===== src/rtl/cbus_arbiter_rr_pkg.sv =====
// rtl/cbus_arbiter_rr_pkg.sv - shared CBus types and arbiter constants
package cbus_arbiter_rr_pkg;

   localparam int MAX_PORTS = 8;
   localparam int ARB_IDX_W = $clog2(MAX_PORTS);

   // arbitration policy encodings for RR_MODE
   localparam int ARB_FIXED = 0;
   localparam int ARB_RR    = 1;

   typedef logic [ARB_IDX_W-1:0] arb_idx_t;

   typedef enum logic {
      ST_IDLE = 1'b0,
      ST_BUSY = 1'b1
   } arb_state_t;

   typedef struct packed {
      logic        valid;
      logic        is_write;
      logic [2:0]  size;
      logic [31:0] addr;
      logic [3:0]  strobe;
      logic [31:0] data;
      logic [7:0]  len;
      logic [1:0]  burst;
   } cbus_req_t;

   typedef struct packed {
      logic        ready;
      logic        last;
      logic [31:0] data;
   } cbus_resp_t;

   // next index modulo n; i is always below n so one compare suffices
   function automatic arb_idx_t arb_wrap_inc(input arb_idx_t i, input int n);
      return (int'(i) + 1 >= n) ? '0 : i + arb_idx_t'(1);
   endfunction

endpackage


===== src/rtl/cbus_arbiter_rr_if.sv =====
// rtl/cbus_arbiter_rr_if.sv - requester and memory side CBus bundle
interface cbus_arbiter_rr_if #(parameter int NUM_PORTS = 2);
   import cbus_arbiter_rr_pkg::*;

   cbus_req_t  ireqs  [NUM_PORTS];
   cbus_resp_t iresps [NUM_PORTS];
   cbus_req_t  oreq;
   cbus_resp_t oresp;

   // master: requesters plus memory model; slave: the arbiter
   modport master (output ireqs, output oresp, input iresps, input oreq);
   modport slave  (input ireqs, input oresp, output iresps, output oreq);
endinterface


===== src/rtl/cbus_arbiter_rr_rr_picker.sv =====
// rtl/cbus_arbiter_rr_rr_picker.sv - first set valid bit at or after a pointer
module cbus_arbiter_rr_rr_picker
   import cbus_arbiter_rr_pkg::*;
#(
   parameter int N = 2
) (
   input  logic [N-1:0] valid,
   input  arb_idx_t     ptr,
   output arb_idx_t     idx,
   output logic         any
);

   logic [N-1:0] rotated;
   int           sum;

   // rotate so bit 0 is the pointer slot, take the lowest set bit, map back modulo N
   always_comb begin
      rotated = N'({valid, valid} >> ptr);
      any     = |valid;
      sum     = int'(ptr);
      for (int i = N - 1; i >= 0; i--) begin
         if (rotated[i]) begin
            sum = int'(ptr) + i;
         end
      end
      if (sum >= N) begin
         sum = sum - N;
      end
      idx = arb_idx_t'(sum);
   end

endmodule


===== src/rtl/cbus_arbiter_rr.sv =====
// rtl/cbus_arbiter_rr.sv - N-port CBus arbiter with burst hold and completion counters
module cbus_arbiter_rr
   import cbus_arbiter_rr_pkg::*;
#(
   parameter int NUM_PORTS = 2,
   parameter int RR_MODE   = 1,
   parameter int CNT_W     = 32
) (
   input  logic                         clk,
   input  logic                         reset,
   cbus_arbiter_rr_if.slave             bus,
   output logic [$clog2(NUM_PORTS)-1:0] grant_idx,
   output logic                         busy,
   output logic [CNT_W-1:0]             done_cnt [NUM_PORTS]
);

   localparam int GW = $clog2(NUM_PORTS);

   arb_state_t           state;
   arb_state_t           state_nxt;
   arb_idx_t             idx;
   arb_idx_t             rr_ptr;
   arb_idx_t             pick_ptr;
   arb_idx_t             pick_idx;
   logic                 pick_any;
   logic                 done;
   logic [NUM_PORTS-1:0] req_valid;

   // gather request valids for the picker
   always_comb begin
      req_valid = '0;
      for (int i = 0; i < NUM_PORTS; i++) begin
         req_valid[i] = bus.ireqs[i].valid;
      end
   end

   // fixed priority is round robin with the pointer pinned at port 0
   assign pick_ptr = (RR_MODE == ARB_RR) ? rr_ptr : '0;

   cbus_arbiter_rr_rr_picker #(.N(NUM_PORTS)) u_picker (
      .valid (req_valid),
      .ptr   (pick_ptr),
      .idx   (pick_idx),
      .any   (pick_any)
   );

   // completion is sampled from registered busy only, never feeding the same-cycle pick
   assign done = (state == ST_BUSY) && bus.oresp.ready && bus.oresp.last;

   // state register
   always_ff @(posedge clk or posedge reset) begin
      if (reset) begin
         state <= ST_IDLE;
      end else begin
         state <= state_nxt;
      end
   end

   // next state: grant on any valid, release on the last ready beat
   always_comb begin
      state_nxt = state;
      case (state)
         ST_IDLE: state_nxt = pick_any ? ST_BUSY : ST_IDLE;
         ST_BUSY: state_nxt = done ? ST_IDLE : ST_BUSY;
         default: state_nxt = ST_IDLE;
      endcase
   end

   // outputs: route granted port to memory and memory response back to it
   always_comb begin
      busy     = (state == ST_BUSY);
      bus.oreq = '0;
      for (int i = 0; i < NUM_PORTS; i++) begin
         bus.iresps[i] = '0;
      end
      if (busy) begin
         for (int i = 0; i < NUM_PORTS; i++) begin
            if (idx == arb_idx_t'(i)) begin
               bus.oreq      = bus.ireqs[i];
               bus.iresps[i] = bus.oresp;
            end
         end
      end
   end

   assign grant_idx = idx[GW-1:0];

   // grant index and round-robin pointer, updated only at grant and completion
   always_ff @(posedge clk or posedge reset) begin
      if (reset) begin
         idx    <= '0;
         rr_ptr <= '0;
      end else begin
         if (state == ST_IDLE && pick_any) begin
            idx <= pick_idx;
         end
         if (done && RR_MODE == ARB_RR) begin
            rr_ptr <= arb_wrap_inc(idx, NUM_PORTS);
         end
      end
   end

   // per-port saturating completion counters
   always_ff @(posedge clk or posedge reset) begin
      if (reset) begin
         for (int i = 0; i < NUM_PORTS; i++) begin
            done_cnt[i] <= '0;
         end
      end else if (done) begin
         for (int i = 0; i < NUM_PORTS; i++) begin
            if (idx == arb_idx_t'(i) && done_cnt[i] != '1) begin
               done_cnt[i] <= done_cnt[i] + CNT_W'(1);
            end
         end
      end
   end

endmodule


===== src/flat_wrapper.sv =====
// flat-port wrapper written by rule: the top's interface ports become plain ports
module cbus_arbiter_rr_flat import cbus_arbiter_rr_pkg::*;
#(
   parameter int NUM_PORTS = 2,
   parameter int RR_MODE   = 1,
   parameter int CNT_W     = 32
)
  (clk, reset, grant_idx, busy, done_cnt, bus_ireqs, bus_oresp, bus_iresps, bus_oreq);
  cbus_arbiter_rr_if #(.NUM_PORTS(NUM_PORTS)) bus_i ();
  input  logic clk;
  input  logic reset;
  output logic [$clog2(NUM_PORTS)-1:0] grant_idx;
  output logic busy;
  output logic [CNT_W-1:0] done_cnt[NUM_PORTS];
  input wire logic [$bits(bus_i.ireqs)-1:0] bus_ireqs;
  input wire logic [$bits(bus_i.oresp)-1:0] bus_oresp;
  output wire logic [$bits(bus_i.iresps)-1:0] bus_iresps;
  output wire logic [$bits(bus_i.oreq)-1:0] bus_oreq;
  assign bus_i.ireqs = {>>{bus_ireqs}};
  assign bus_i.oresp = bus_oresp;
  assign bus_iresps = {>>{bus_i.iresps}};
  assign bus_oreq = bus_i.oreq;
  cbus_arbiter_rr #(.NUM_PORTS(NUM_PORTS), .RR_MODE(RR_MODE), .CNT_W(CNT_W)) u_core (.clk(clk), .reset(reset), .bus(bus_i), .grant_idx(grant_idx), .busy(busy), .done_cnt(done_cnt));
endmodule

===== config.mk =====
export PLATFORM = sky130hd
export DESIGN_NAME = cbus_arbiter_rr_flat
export DESIGN_NICKNAME = d
export VERILOG_FILES = /design/src/rtl/cbus_arbiter_rr_pkg.sv /design/src/rtl/cbus_arbiter_rr_if.sv /design/src/rtl/cbus_arbiter_rr_rr_picker.sv /design/src/rtl/cbus_arbiter_rr.sv /design/src/flat_wrapper.sv
export SDC_FILE = /design/constraint.sdc
export NUM_CORES = 1
export LEC_CHECK = 0
export CORE_AREA = 4 4 162 164
export DETAILED_ROUTE_END_ITERATION = 6
export DIE_AREA = 0 0 166 168
export SLEW_MARGIN = 20
export SYNTH_ARGS = -nofsm -noshare
export SYNTH_HDL_FRONTEND = slang
export SYNTH_HIERARCHICAL = 1
export SYNTH_SLANG_ARGS = --single-unit

===== constraint.sdc =====
create_clock -name clk -period 3.4 [get_ports clk]
set_input_delay 0.51 -clock clk [delete_from_list [all_inputs] [get_ports clk]]
set_output_delay 0.51 -clock clk [all_outputs]
set_load 0.02 [all_outputs]

# Word level (Yosys, flattened, before mapping)
# Cells that the tools add are included.
# word_totals
in_bits	202
ff_bits	71
# classes
bitwise	1
shift	1
n_mux	13
n_reduce_logical	9
magnitude_cmp	2
addsub	6
eq_ne	3
# ops
operator	count
83-bit 2-to-1 mux	3
34-bit 2-to-1 mux	2
68-bit 2-to-1 mux	1
32-bit by 1-bit adder with 32-bit output, second input constant	2
32-bit != test, second input constant	2
32-bit by 3-bit >= comparator with 1-bit output, second input constant	1
3-bit by 1-bit adder with 4-bit output, second input constant	2
4-bit 2-to-1 mux	2
3-bit 2-to-1 mux	2
1-bit logical AND	5
4-bit by 2-bit >= comparator with 1-bit output, second input constant	1
2-bit AND reduction	2
4-bit by 3-bit >> shifter with 2-bit output	1
3-bit by 1-bit adder with 3-bit output, second input constant	1
3-bit by 1-bit equality test with 1-bit output, second input constant	1
3-bit logical NOT	1
3-bit subtractor, second input constant	1
1-bit 2-to-1 mux	2
1-bit one-hot mux with 2 select lines	1
2-bit OR reduction	1
1-bit inverter	1

# Depth between registers and ports, before layout
# Gate-level depths: netlist (run 1).
# logic_depth
depth_word	5
depth_mapped	9

# By module
# Netlist (run 1), hierarchy kept.
# modules_own_cells
mod	area_each_um2	instances	cells_each
cbus_arbiter_rr	5084.9	1	619
cbus_arbiter_rr_rr_picker	106.4	1	16

# Least setup slack after synthesis (run 1)
# Ideal clock, no wire load.
# synth_path
path_kind	register -> output
from	register u_core.idx[0]
to	output bus_oreq[65]
n_path_buf	3
path_slack_ns	0.743
path_stages_with_launch	8
t_arrival_ns	2.147
required_time_ns	2.890
cell_sequence	dfrtp_1 ha_1 nor2b_1 clkbuf_1 clkbuf_1 buf_1 a22oi_1 nor2b_1
# synth_between
elab_chain_len	4
# synth_rtl
element	line	source
start: declaration	cbus_arbiter_rr.sv:21	arb_idx_t idx;
start signal: assignment	cbus_arbiter_rr.sv:95	idx <= pick_idx;
3-bit logical NOT	cbus_arbiter_rr.sv:78	if (idx == arb_idx_t'(i)) begin
83-bit 2-to-1 mux	cbus_arbiter_rr.sv:78	
83-bit 2-to-1 mux *	cbus_arbiter_rr.sv:78	
83-bit 2-to-1 mux *	cbus_arbiter_rr.sv:76	if (busy) begin
end: declaration	flat_wrapper.sv:18	output wire logic [$bits(bus_i.oreq)-1:0] bus_oreq;
# Mark *: on every way between the ends. The rest lies on a longest branch, timed or not.

# Final worst setup path (run 1)
# layout_path
from	register u_core.idx[1]
to	output bus_oreq[51]
# The elaborated chain is that of the path after synthesis.

==> results of run 1 <==
[critical path: stages, from the launching register on]
cell,delay (ns)
dfrtp_1,0.37
inv_1,0.11
ha_1,0.30
nor2b_4,0.27
buf_12,0.24
a22oi_1,0.13
nor2b_1,0.21
clkdlybuf4s50_1,0.65
[flip-flops by register name (all words and copies together), names as in the netlist]
register,cells
u_core/busy,1
u_core/done_cnt,64
u_core/idx,3
u_core/pick_ptr,3
[layout make-up]
type / instances / area, µm² / share of cell area (%)
Timing Repair Buffer: 440 / 4450 / 43.3
Tap cell: 330 / 413 / 4.02
Clock buffer: 11 / 243 / 2.36
Sequential cell: 71 / 1780 / 17.3
Clock inverter: 5 / 129 / 1.25
Inverter: 10 / 37.5 / 0.365
Multi-Input combinational cell: 511 / 3230 / 31.4
[through the flow]
stage	util, %	std cells	area (µm²)	hold WS (ns)	power (mW)
floorplan	-	635	5190	0.532	2.43
global placement	39.6	1359	9860	0.476	4.09
detailed placement	39.6	1359	9860	0.488	4.08
CTS	41.1	1375	10200	0.495	5.27
global route	41.3	1378	10300	0.507	5.52
finish	41.3	1378	10300	0.492	5.25
[cell usage after synthesis (2+ instances only)]
cell type,number
xnor2_1,46
nand2_1,64
nand4_1,26
o21ai_0,4
nand3_1,27
nor2b_1,85
and4_1,6
clkbuf_1,38
or4_4,4
inv_1,10
and3_1,13
nor2_1,89
or4_1,2
ha_1,7
nor3_1,7
xor2_1,15
nor4_1,4
mux2_2,3
a22oi_1,83
dfrtp_1,71
and2_1,3
buf_1,4
[worst paths after layout]
path | end | cells past startpoint | from | slack, ns
setup / recovery | bus_oreq[51] | 7 | u_core/idx[1]$_DFFE_PP0P_ | 0.24
hold / removal | u_core/done_cnt[53]$_DFFE_PP0P_ | 1 | u_core/done_cnt[53]$_DFFE_PP0P_ | 0.49
setup reg to reg | u_core/done_cnt[10]$_DFFE_PP0P_ | 7 | u_core/idx[1]$_DFFE_PP0P_ | 0.82
hold reg to reg | u_core/done_cnt[53]$_DFFE_PP0P_ | 1 | u_core/done_cnt[53]$_DFFE_PP0P_ | 0.49
max in group asynchronous | u_core/done_cnt[40]$_DFFE_PP0P_ | 3 | reset | 2.14
min in group asynchronous | u_core/done_cnt[18]$_DFFE_PP0P_ | 2 | reset | 0.53
[power groups by stage]
stage / combinational (mW) / sequential, mW / clock (mW)
6_report: 3.11 / 0.980 / 1.16
5_1_grt: 3.31 / 0.992 / 1.22
4_1_cts: 3.10 / 0.980 / 1.19
3_5_place_dp: 3.09 / 0.995 / 0
3_3_place_gp: 3.09 / 0.994 / 0
2_1_floorplan: 1.40 / 1.04 / 0
[metal layers]
layer	share of wire [%]	track usage, %
met1	42	23.3
met2	47	29.2
met3	9.2	5.82
met4	1.8	3.91
met5	0.049	0
[cell families after synthesis]
group                    Yosys count  synth area share, %
adder cells (fa/ha/maj)            7                 1.69
AO/OA/AOI/OAI                    100                 14.8
XOR/XNOR                          61                 10.3
buffers and inverters             53                 3.98
AND/OR/NAND/NOR                  340                 34.3
multiplexers                       3                0.651
flip-flops                        71                 34.2
[repair_timing]
item | CTS | global route
buffers inserted | 0 | 3
setup endpoints to repair | 0 | 33
hold buffers | 0 | 0
gates resized for setup | 0 | 0
==> impl_results.rst, run 1 <==
.. list-table::
   :header-rows: 1

   * - Metric
     - Value
   * - Cell count after synthesis
     - 635
   * - Number of filler cells placed in the layout
     - around 2.5k
   * - Distinct cell type count after synthesis
     - 46
   * - Portion of the post-synthesis area used by sequential elements
     - between 30% and 40%
   * - Vias in the first global route
     - 6430
   * - Top cells by area in the synthesized netlist
     - dfrtp_1 34%, a22oi_1 12%, nor2b_1 10%, xnor2_1 7.8%, nor2_1 6.4%
   * - Library cell with the largest summed area after synthesis
     - dfrtp_1
   * - Max IR drop VDD
     - between 0.0002 and 0.00025 V
   * - Final-report setup violation count
     - 0
   * - P_int
     - about 3.2 mW
   * - Result of the run
     - finished clean
   * - Chip width
     - 166 µm
   * - Starting utilization of the core area
     - 20.9%
   * - Total Routed Length
     - ~27000 µm
   * - Leakage power
     - 4.12 nW
   * - Die Area
     - between 20000 and 30000 µm²
   * - Final net count
     - 1252
   * - Biggest fanout along the worst timing path
     - 48
   * - Accumulated negative setup slack
     - 0 ns
   * - Type of destination of the critical path
     - primary output
   * - Total congestion overflow
     - 0
   * - Number of clock sinks
     - 71
   * - Commonest cells after routing, fill and taps aside
     - 407 x clkdlybuf4s50_1, 88 x nor2_1, 84 x nor2b_1
   * - Post-route ant nets
     - 0
   * - Post-synthesis net count
     - 844
   * - First-pass iteration count of the detailed router
     - 6
   * - Ys async rst share
     - 100%
   * - TritonCTS clock tree
     - done
   * - Type of the most critical hold path
     - reg -> reg
   * - Core outline area
     - approximately 25000 µm²
   * - Routed wire length per instance
     - 19.3 µm
   * - Number of buffers created by CTS
     - 9
   * - Placer Congestion
     - about 0.95
   * - Number of max-cap violations
     - 0
   * - Worst EP required
     - just under 3 ns
   * - Sw frac
     - 39.3%
   * - Number of enable flip-flop cells after synthesis
     - 0
   * - Clock tree buffer depth
     - 2
   * - Clock power frac
     - approximately 22%
   * - Wire length of the first global-routing pass
     - a little under 40000 µm
   * - Final Cycle Share
     - 93.1%
   * - Clock root cell
     - clkbuf_16
   * - Overall Global Routing Usage
     - between 15 and 20%
   * - I/O pins
     - roughly 420
   * - Via Count
     - between 6k and 7k
   * - RSZ-0062 raised after global routing
     - false
   * - Post-Synthesis Mean Instance Area
     - ~8.2 µm²
   * - Clock Skew
     - 0.00756 ns
   * - Shortest period the worst path allows
     - about 3.2 ns
   * - Ratio of cells with drive above 1 in the final layout
     - ~6.8%
   * - Max_slew headroom
     - a little over half
   * - Rows
     - 58
   * - Pin count of the biggest net entering global routing
     - approximately 120
   * - Power share of the combinational group
     - around three fifths
   * - CTS clock-pin slew for the worst setup and hold paths
     - ~0.060 ns
   * - Data arrival time of the worst path
     - 2.65 ns
   * - Maximum clock rate
     - about 320 MHz
   * - Synth-to-layout area growth
     - 97.9%
   * - Die Span Y
     - ~170 µm
   * - Most common cell after layout, fill and taps aside
     - clkdlybuf4s50_1
   * - Category of the worst setup path launch point
     - flop
   * - Worst setup path class
     - reg -> out
   * - Main synth FF type
     - dfrtp_1
   * - Yosys warning total
     - 6
   * - Worst setup slack after layout
     - about 0.24 ns
   * - Pin slew with the least headroom to its limit
     - about 0.68 ns
   * - Port-buffer cells
     - 418
   * - Share of the synthesized area in the top cell type
     - 34.2%
   * - Max Slew Vio Count
     - 0
   * - Final count of hold timing violations
     - 0
   * - Drc violations
     - 0
   * - Power share of the sequential group
     - around a fifth
   * - Power per Cell Area
     - just over 500 nW/µm²
   * - Power dissipated by switching net loads
     - 2.06 mW
   * - DR vias/cell
     - ~4.6
   * - Post-place setup slack
     - about 0.38 ns
   * - Iteration-0 DRC Markers
     - between 300 and 400
   * - Area of the mapped netlist
     - ~5200 µm²
   * - Initial antenna violation count
     - 4
   * - Hpwl dp
     - 21600 µm
   * - Number of synthesized register bits
     - slightly above 70
   * - Count of H-tree levels built during CTS
     - 3
   * - Clock network latency to the later pin of the worst-skew pair
     - ~0.33 ns
   * - Number of diodes added for antenna fixing
     - 0
Power figures use the tool's default switching activity.
==> run 2, diff against run 1 <==
--- a/config.mk
+++ b/config.mk
@@ -5,9 +5,12 @@
 export SDC_FILE = /design/constraint.sdc
 export NUM_CORES = 1
 export LEC_CHECK = 0
-export CORE_AREA = 4 4 162 164
+export CELL_PAD_IN_SITES_DETAIL_PLACEMENT = 0
+export CELL_PAD_IN_SITES_GLOBAL_PLACEMENT = 1
+export CORE_AREA = 2 2 164 166
 export DETAILED_ROUTE_END_ITERATION = 6
 export DIE_AREA = 0 0 166 168
+export PLACE_DENSITY_LB_ADDON = 0.1
 export SLEW_MARGIN = 20
 export SYNTH_ARGS = -nofsm -noshare
 export SYNTH_HDL_FRONTEND = slang
==> run 2 against run 1 <==
Combinational power is essentially flat. Largest cell class unchanged. Via count shrank 3.0%. Setup slack better by 0.027 ns. Critical path type unchanged. Worst hold slack lost 0.0082 ns. First-iteration DRC count fell by 14%.
==> impl_results.rst, run 2 (same netlist as run 1, synthesis figures left out) <==
.. list-table::
   :header-rows: 1

   * - Metric
     - Value
   * - Power dissipated by switching net loads
     - approximately 2.1 mW
   * - Leakage power
     - 4.03 nW
   * - Power share of the sequential group
     - around a fifth
   * - Die Span Y
     - between 150 and 200 µm
   * - Type of destination of the critical path
     - primary output
   * - Category of the worst setup path launch point
     - flop
   * - RSZ-0062 raised after global routing
     - false
   * - Starting utilization of the core area
     - between 10% and 20%
   * - Count of H-tree levels built during CTS
     - 3
   * - Post-route ant nets
     - 0
   * - Wire length of the first global-routing pass
     - 39500 µm
   * - Worst EP required
     - 2.89 ns
   * - Clock power frac
     - a little under a fifth
   * - TritonCTS clock tree
     - done
   * - Hpwl dp
     - about 22000 µm
   * - Final-report setup violation count
     - 0
   * - Result of the run
     - finished clean
   * - Type of the most critical hold path
     - reg -> reg
   * - Largest Register
     - u_core/done_cnt
   * - Drc violations
     - 0
   * - Chip width
     - roughly 170 µm
   * - Port-buffer cells
     - between 400 and 500
   * - Data arrival time of the worst path
     - between 2 and 3 ns
   * - Commonest cells after routing, fill and taps aside
     - 418 x clkdlybuf4s50_1, 88 x nor2_1, 84 x nor2b_1
   * - Synth-to-layout area growth
     - 96.2%
   * - Number of cells on the worst hold path
     - 1
   * - Ratio of cells with drive above 1 in the final layout
     - about 5.1%
   * - Endpoint of the lowest-slack register-to-register path
     - u_core/done_cnt[23]$_DFFE_PP0P_
   * - I/O pins
     - between 400 and 500
   * - Clock tree buffer depth
     - 2
   * - Most common cell after layout, fill and taps aside
     - clkdlybuf4s50_1
   * - Max IR drop VDD
     - 0.000248 V
   * - Worst setup path class
     - reg -> out
   * - Clock Skew
     - between 0.005 and 0.006 ns
   * - Power per Cell Area
     - approximately 490 nW/µm²
   * - Combined flip-flop and latch cell area
     - roughly 1800 µm²
   * - Total Routed Length
     - 27000 µm
   * - Placer Congestion
     - 0.830
   * - Final net count
     - between 1k and 1.5k
   * - Overall Global Routing Usage
     - between 15 and 20%
   * - Iteration-0 DRC Markers
     - between 300 and 400
   * - Die Area
     - around 28000 µm²
   * - Total area of multi-input combinational cells
     - 3220 µm²
   * - First-pass iteration count of the detailed router
     - 4
   * - Biggest fanout along the worst timing path
     - 45
   * - DR vias/cell
     - around 4.4
   * - Rows
     - 60
   * - Number of buffers created by CTS
     - 9
   * - Core outline area
     - between 20000 and 30000 µm²
   * - Final instance count without filler cells
     - approximately 1.4k
   * - P_int
     - slightly below 3 mW
   * - Reg2reg start
     - u_core/idx[1]$_DFFE_PP0P_
   * - Number of gates resized after CTS
     - 0
   * - Hold Crit Endpoint
     - u_core/done_cnt[53]$_DFFE_PP0P_
   * - Pin slew with the least headroom to its limit
     - between 0.6 and 0.7 ns
   * - Min-Delay Startpoint
     - u_core/done_cnt[53]$_DFFE_PP0P_
   * - Power share of the combinational group
     - between 60% and 70%
   * - Number of max-cap violations
     - 0
   * - CTS clock-pin slew for the worst setup and hold paths
     - 0.05 ns
   * - Vias in the first global route
     - between 6k and 7k
   * - Number of clock sinks
     - 71
   * - Max Slew Vio Count
     - 0
   * - Worst reg2reg path depth
     - 7
   * - Clock network latency to the later pin of the worst-skew pair
     - 0.33 ns
   * - Shortest period the worst path allows
     - 3.14 ns
   * - Pin count of the biggest net entering global routing
     - 72
   * - Flip-flop count of the largest register after layout
     - 64
   * - Sw frac
     - 41.4%
   * - Number of diodes added for antenna fixing
     - 0
   * - Final Cycle Share
     - between 90 and 100%
   * - Worst reg2reg setup slack
     - 0.77 ns
   * - Maximum clock rate
     - ~320 MHz
   * - Total congestion overflow
     - 0
   * - Accumulated negative setup slack
     - 0 ns
   * - Max_slew headroom
     - a little over half
   * - Via Count
     - between 6k and 7k
   * - Routed wire length per instance
     - approximately 19 µm
   * - Number of filler cells placed in the layout
     - between 2k and 3k
   * - Initial antenna violation count
     - 4
   * - Final count of hold timing violations
     - 0
   * - Clock root cell
     - clkbuf_16
   * - # placed instances
     - approximately 1.4k
[run 2: cell count changes in the layout (fill, tap and decap cells not counted), sizes merged]
cell	previous run	this run
buf	33	16
bufinv	4	1
clkdlybuf4s50	407	418
clkinvlp	0	3
[run 2: layout make-up]
| type | count | area share [%] |
|---|---|---|
| multi-input cells | 511 | 31.6 |
| repair buffers | 434 | 43.4 |
| flip-flops and latches | 71 | 17.5 |
| clock inverters | 5 | 0.565 |
| well taps | 341 | 4.19 |
| inverters | 10 | 0.369 |
| clock buffers | 11 | 2.38 |
[run 2: what timing repair did]
item / CTS / global route
setup endpoints to repair: 0 / 5
buffers inserted: 0 / 1
hold buffers: 0 / 0
[run 2: worst max-delay path by stage]
stage	startpoint	end	slack (ns)	depth (start not counted)
after floorplan	u_core/idx[0]$_DFFE_PP0P_	bus_oreq[65]	0.74	7
after global placement	u_core/idx[0]$_DFFE_PP0P_	bus_oreq[63]	0.50	8
after detailed placement	u_core/idx[0]$_DFFE_PP0P_	bus_oreq[78]	0.44	8
after CTS	u_core/idx[0]$_DFFE_PP0P_	bus_oreq[78]	0.1	8
after global routing	u_core/idx[1]$_DFFE_PP0P_	bus_oreq[32]	0.10	7
final	u_core/idx[1]$_DFFE_PP0P_	bus_oreq[78]	0.26	7
[run 2: critical path: stages, from the launching register on]
cell,delay [ns]
dfrtp_1,0.38
inv_1,0.11
ha_1,0.32
nor2b_4,0.26
buf_12,0.24
a22oi_1,0.14
nor2b_1,0.15
clkdlybuf4s50_1,0.68
[run 2: power groups by stage]
| stage | clock network [mW] | registers [mW] | logic [mW] |
|---|---|---|---|
| final | 0.947 | 0.987 | 3.09 |
| after global routing | 1.01 | 1.00 | 3.28 |
| after CTS | 0.977 | 0.989 | 3.11 |
| after detailed placement | 0 | 1.00 | 3.10 |
| after global placement | 0 | 1.00 | 3.11 |
| after floorplan | 0 | 1.04 | 1.40 |
[run 2: per-stage QoR]
stage               cell area, µm²  total power, mW  utilization (%)  setup slack, ns  hold WS [ns]
CTS                          10200             5.08             38.6           0.0969         0.494
floorplan                     5190             2.43                -            0.743         0.532
global placement              9860             4.12             37.4            0.496         0.476
detailed placement            9860             4.11             37.4            0.437         0.488
global route                 10200             5.30             38.7            0.102         0.506
finish                       10200             5.02             38.7            0.262         0.484
[run 2: per-layer routing]
layer / wire (µm) / vias to the layer above / GRT usage (%) / share of wire [%]
met1: 10400 / 2886 / 20.7 / 38
met3: 1860 / 32 / 5.27 / 6.9
met4: 702 / 6 / 6.24 / 2.6
met2: 14000 / 195 / 33.5 / 52
met5: 34 / - / 0 / 0.13
li1: - / 3022 / - / -
